--- config.mk ---
export PLATFORM = sky130hd
export DESIGN_NAME = control_sequencer
export DESIGN_NICKNAME = d
export VERILOG_FILES = /design/src/rtl/control_sequencer.sv
export SDC_FILE = /design/constraint.sdc
export NUM_CORES = 1
export LEC_CHECK = 0
export CORE_AREA = 8 8 45 47
export DETAILED_ROUTE_END_ITERATION = 10
export DIE_AREA = 0 0 53 55
export PLACE_DENSITY = 0.74
export REMOVE_ABC_BUFFERS = 1
export SLEW_MARGIN = 40
export SYNTH_ARGS = -nofsm -noshare
export SYNTH_HDL_FRONTEND = slang
export SYNTH_SLANG_ARGS = --single-unit
--- constraint.sdc ---
create_clock -name clk -period 1.29 [get_ports clk]
set_clock_uncertainty 0.05 [all_clocks]
set_input_delay 0.129 -clock clk [delete_from_list [all_inputs] [get_ports clk]]
set_output_delay 0.129 -clock clk [all_outputs]
set_load 0.01 [all_outputs]
--- src/rtl/control_sequencer.sv ---
// control_sequencer: microcoded T-state sequencer for the 8-bit bus CPU.
// A 3-bit T counter (T1..T6) plus a halted flag; every bus enable and
// register load strobe is a combinational decode of T-state, opcode,
// halted and rst. Fetch (T1..T3) ignores the opcode; execute (T4..T6)
// decodes the IR high nibble. HLT_OPCODE freezes the sequencer at T4
// until reset.
// Optional build macro: SINGLE_STEP_EN adds a 'step' input that gates
// T-state advance and suppresses pc_inc and all load strobes in cycles
// where step is low.
module control_sequencer #(
    parameter logic [3:0] HLT_OPCODE = 4'b1111
) (
    input  logic       clk,
    input  logic       rst,
`ifdef SINGLE_STEP_EN
    input  logic       step,
`endif
    input  logic [3:0] opcode,
    output logic       pc_out,
    output logic       pc_inc,
    output logic       pc_load_n,
    output logic       mar_load_n,
    output logic       ram_out,
    output logic       ir_load_n,
    output logic       ir_out,
    output logic       a_load_n,
    output logic       a_out,
    output logic       b_load_n,
    output logic       alu_out,
    output logic       alu_sub,
    output logic       out_load_n,
    output logic [2:0] t_state,
    output logic       halted
);

    typedef enum logic [2:0] {
        T1 = 3'd1,
        T2 = 3'd2,
        T3 = 3'd3,
        T4 = 3'd4,
        T5 = 3'd5,
        T6 = 3'd6
    } tstate_e;

    localparam logic [3:0] OP_LDA = 4'b0000;
    localparam logic [3:0] OP_ADD = 4'b0001;
    localparam logic [3:0] OP_SUB = 4'b0010;
    localparam logic [3:0] OP_LDI = 4'b0011;
    localparam logic [3:0] OP_JMP = 4'b0100;
    localparam logic [3:0] OP_OUT = 4'b1110;

    tstate_e state_r;
    tstate_e state_next_s;
    logic    halted_r;
    logic    halted_next_s;
    logic    advance_s;

`ifdef SINGLE_STEP_EN
    assign advance_s = step;
`else
    assign advance_s = 1'b1;
`endif

    assign t_state = state_r;
    assign halted  = halted_r;

    // T-state and halted flag registers; reset returns to T1, running.
    always_ff @(posedge clk or posedge rst) begin
        if (rst) begin
            state_r  <= T1;
            halted_r <= 1'b0;
        end else begin
            state_r  <= state_next_s;
            halted_r <= halted_next_s;
        end
    end

    // Next-state: step T1..T6 with wrap; HLT in T4 latches halted and holds T4.
    always_comb begin
        state_next_s  = state_r;
        halted_next_s = halted_r;
        if (halted_r) begin
            state_next_s  = state_r;
            halted_next_s = 1'b1;
        end else if (advance_s) begin
            if ((state_r == T4) && (opcode == HLT_OPCODE)) begin
                state_next_s  = T4;
                halted_next_s = 1'b1;
            end else begin
                case (state_r)
                    T1:      state_next_s = T2;
                    T2:      state_next_s = T3;
                    T3:      state_next_s = T4;
                    T4:      state_next_s = T5;
                    T5:      state_next_s = T6;
                    T6:      state_next_s = T1;
                    default: state_next_s = T1;
                endcase
            end
        end else begin
            state_next_s  = state_r;
            halted_next_s = halted_r;
        end
    end

    // Control decode: inactive while reset or halted, otherwise fetch/execute microcode.
    always_comb begin
        pc_out     = 1'b0;
        pc_inc     = 1'b0;
        pc_load_n  = 1'b1;
        mar_load_n = 1'b1;
        ram_out    = 1'b0;
        ir_load_n  = 1'b1;
        ir_out     = 1'b0;
        a_load_n   = 1'b1;
        a_out      = 1'b0;
        b_load_n   = 1'b1;
        alu_out    = 1'b0;
        alu_sub    = 1'b0;
        out_load_n = 1'b1;
        if (rst || halted_r) begin
            pc_out = 1'b0;
        end else begin
            case (state_r)
                T1: begin
                    pc_out     = 1'b1;
                    mar_load_n = 1'b0;
                end
                T2: begin
                    pc_inc = 1'b1;
                end
                T3: begin
                    ram_out   = 1'b1;
                    ir_load_n = 1'b0;
                end
                T4: begin
                    case (opcode)
                        OP_LDA, OP_ADD, OP_SUB: begin
                            ir_out     = 1'b1;
                            mar_load_n = 1'b0;
                        end
                        OP_LDI: begin
                            ir_out   = 1'b1;
                            a_load_n = 1'b0;
                        end
                        OP_JMP: begin
                            ir_out    = 1'b1;
                            pc_load_n = 1'b0;
                        end
                        OP_OUT: begin
                            a_out      = 1'b1;
                            out_load_n = 1'b0;
                        end
                        default: begin
                            ir_out = 1'b0;
                        end
                    endcase
                end
                T5: begin
                    case (opcode)
                        OP_LDA: begin
                            ram_out  = 1'b1;
                            a_load_n = 1'b0;
                        end
                        OP_ADD, OP_SUB: begin
                            ram_out  = 1'b1;
                            b_load_n = 1'b0;
                            alu_sub  = (opcode == OP_SUB);
                        end
                        default: begin
                            ram_out = 1'b0;
                        end
                    endcase
                end
                T6: begin
                    case (opcode)
                        OP_ADD, OP_SUB: begin
                            alu_out  = 1'b1;
                            a_load_n = 1'b0;
                            alu_sub  = (opcode == OP_SUB);
                        end
                        default: begin
                            alu_out = 1'b0;
                        end
                    endcase
                end
                default: begin
                    pc_out = 1'b0;
                end
            endcase
        end
`ifdef SINGLE_STEP_EN
        // Without a step pulse nothing may be written; bus drivers stay visible.
        if (!step) begin
            pc_inc     = 1'b0;
            pc_load_n  = 1'b1;
            mar_load_n = 1'b1;
            ir_load_n  = 1'b1;
            a_load_n   = 1'b1;
            b_load_n   = 1'b1;
            out_load_n = 1'b1;
        end else begin
            pc_inc = pc_inc;
        end
`endif
    end

endmodule

==> out/qor.log <==
INFO  power          peakVddDrop=1260uV
INFO  sta            totalNegativeSetupSlack=-5.20ns
INFO  finish         finalNonFillerCells=126
INFO  worst_setup_path reg2reg_depth=7
INFO  synthesis      yosys_warnings=0
INFO  worst_setup_path critPathKind=reg2out
INFO  synthesis      netlist.area_leader.share=0.178
INFO  power          finalPower=0.00211W
INFO  cts            cts_tree=yes
INFO  sta            post-route-worst-setup-slack=-0.440ns
INFO  finish         area_growth=147%
INFO  cts            clock_insertion_delay_worst_skew=0.24ns
INFO  finish         design_area=0.00104mm2
INFO  sta            timing.slew.headroom=0.832
INFO  worst_setup_path critical_path.reg2reg.startpoint=t_state[2]$_DFFE_PP0N_
INFO  sta            post-route-min-period=1.73ns
INFO  routing        avgViaCountPerCell=5.22
INFO  synthesis      synthesis.area=423um2
INFO  routing        detail_route.first_pass.iterations=4
INFO  run            drv_cap=0
INFO  place          dpl-instance-area=777um2
INFO  synthesis      edff_count_synth=0
INFO  floorplanning  core-area=0.00138mm2
INFO  place          place.gp.congestion=0.771
INFO  sta            worst-slew-pin-transition=0.250ns
INFO  place          dp_cells=107
INFO  finish         layout_common_cells=buf_4 (21), buf_6 (15), buf_2 (11)
INFO  routing        drt_iter0_markers=8
INFO  routing        avgRoutedWirePerCell=15.4um
INFO  grt            grt_pass1_wl=3.14mm
INFO  cts            clock-root-buffer=clkbuf_4
INFO  sta            grt_setup_unrepaired=true
INFO  synthesis      synth_flop_cell=dfrtp_1
INFO  worst_setup_path timing.reg2reg.setup_slack=-0.25ns
INFO  grt            grt.overflow.total=0
INFO  power          static-leakage-power=0.471nW
INFO  finish         final_net_count=117
INFO  sta            final_slew_violations=0
INFO  grt            number_of_global_route_vias_before_repair=683
INFO  routing        detailroute.via_count=658
INFO  cts            clock_tree.htree_level_count=1
INFO  synthesis      flops_latches_synth=4
INFO  outcome        run_status=complete, but fails checks
INFO  place          port_buffers=22
INFO  sta            setup-violations-final=18
INFO  sta            min_period_over_period=1.34
INFO  worst_setup_path timing.rr.end=t_state[0]$_DFFE_PP1N_
INFO  finish         share_of_cells_above_drive_strength_1=0.682
INFO  finish         layout_commonest_cell=buf_4
INFO  worst_setup_path critical_path_peak_fanout=4
INFO  sta            final_hold_viol_count=0
INFO  synthesis      syn-instance-count=55
INFO  routing        antenna_violating_nets_left=0
INFO  synthesis      yosys.cell_types.count=32
INFO  floorplanning  io_pins=23
INFO  cts            cts.sink_count=4
INFO  finish         num_antenna_cells=0
INFO  place          hpwl=1.21mm
INFO  cts            post_cts_hold_buffer_count=0
INFO  cts            cts_buffers=3
INFO  routing        remaining_drc_errors=0
INFO  grt            gr-usage-all-layers=0.141
INFO  synthesis      yosys.area.top_type=dfrtp_1
INFO  outcome        violations=negative setup slack
INFO  floorplanning  chipHeight=55um
INFO  grt            initial_antenna_violation_count=0
INFO  synthesis      synth-seq-area-share=0.240
INFO  worst_setup_path worstPathArrival=1.55ns
INFO  worst_setup_path timing.critical_path.from_type=register
INFO  grt            grt_max_degree=10
INFO  sta            achievable-frequency=578MHz
INFO  synthesis      synthArstFlopShare=1.00
INFO  worst_setup_path endpoint_kind=output port
INFO  worst_setup_path timing.critical_path.required=1.11ns
INFO  floorplanning  die-area=0.00292mm2
INFO  floorplanning  die_w=53um
INFO  cts            max-clock-path-buffers=2
INFO  hold_path      holdCritPathClass=in2async
INFO  power          power_density=2020mW/mm2
INFO  synthesis      postSynthAreaPerCell=7.69um2
INFO  cts            cts.reportedPaths.clkPinSlew=0.04ns
INFO  routing        route.final.wire_length=1.94mm
INFO  finish         postLayoutCoreUtil=0.755
INFO  floorplanning  num_rows=14
INFO  floorplanning  initial_core_util=0.306
INFO  synthesis      post_synth_main_area_contributors=dfrtp_1 (18%), nand2b_1 (7.4%), dfstp_2 (6.2%)
==> kinds of logic (layout without fill, tap and decap cells) <==
kind of cell              count (synthesis)  count (layout)  share of synthesized area
buffers and inverters                     4              59                     0.0414
and+or+nand+nor                          34              34                      0.500
xor gates and xnor gates                  2               2                     0.0414
DFF                                       4               4                      0.240
AOI/OAI and AO/OA                        11              11                      0.178
==> power breakdown <==
part	internal (W)	switching [W]
clock network	0.000116	0.0000532
registers	0.000207	0.0000912
logic	0.000929	0.000711
==> through the flow <==
stage	setup WS [ns]	hold WS (ns)
floorplan	-0.200	-0.151
global placement	-0.777	0.556
detailed placement	-0.805	0.550
CTS	-0.479	0.115
global route	-0.505	0.171
finish	-0.440	0.151
==> area by class of cell <==
cell class	instances	area (um2)
inverters	1	3.75
repair buffers	54	453
multi-input cells	47	438
flip-flops and latches	4	104
well taps	16	20.0
clock buffers	4	26.3
fillers	92	339
==> state kept, by name (all words and copies together) (netlist names) <==
register / cells
halted: 1
t_state: 3
==> synth_stat cells, types with 2 or more instances <==
cell type  n
and2_1     2
nor4_1     2
and4_1     2
buf_2      2
o21ai_1    3
nand2_1    4
nor2b_1    2
xnor2_1    2
nand2b_1   5
nor3_1     2
or3_1      2
nor2_1     5
dfrtp_1    3
==> critical path, stage by stage (launching register included) <==
cell     delay [ns]
dfstp_2        0.38
or4b_4         0.51
buf_6          0.14
nor4_2         0.12
buf_2          0.17
==> how the worst max path moves through the flow <==
stage / from / end / slack (ns) / cells after the start
after floorplan: halted$_DFF_PP0_ / ram_out / -0.20 / 3
after global placement: opcode[3] / ir_out / -0.78 / 5
after detailed placement: opcode[3] / ir_out / -0.81 / 5
after CTS: t_state[0]$_DFFE_PP1N_ / ir_out / -0.48 / 4
after global routing: t_state[2]$_DFFE_PP0N_ / a_load_n / -0.51 / 8
final: t_state[0]$_DFFE_PP1N_ / alu_out / -0.44 / 4
==> timing repair <==
item                                    in CTS  in global routing
endpoints found under the setup margin      17                 18
resized for setup                           93                 16
setup buffers                               10                  6
hold endpoints to repair                     0                  0
pin swaps                                   14                  4
==> routing by layer <==
layer / GRT usage / wire (um) / vias up
li1: - / - / 315
met1: 0.146 / 782 / 321
met2: 0.266 / 1020 / 20
met3: 0.0214 / 124 / 2
met4: 0.0733 / 12 / 0
met5: 0 / 0 / -
Power figures use the tool's default switching activity.
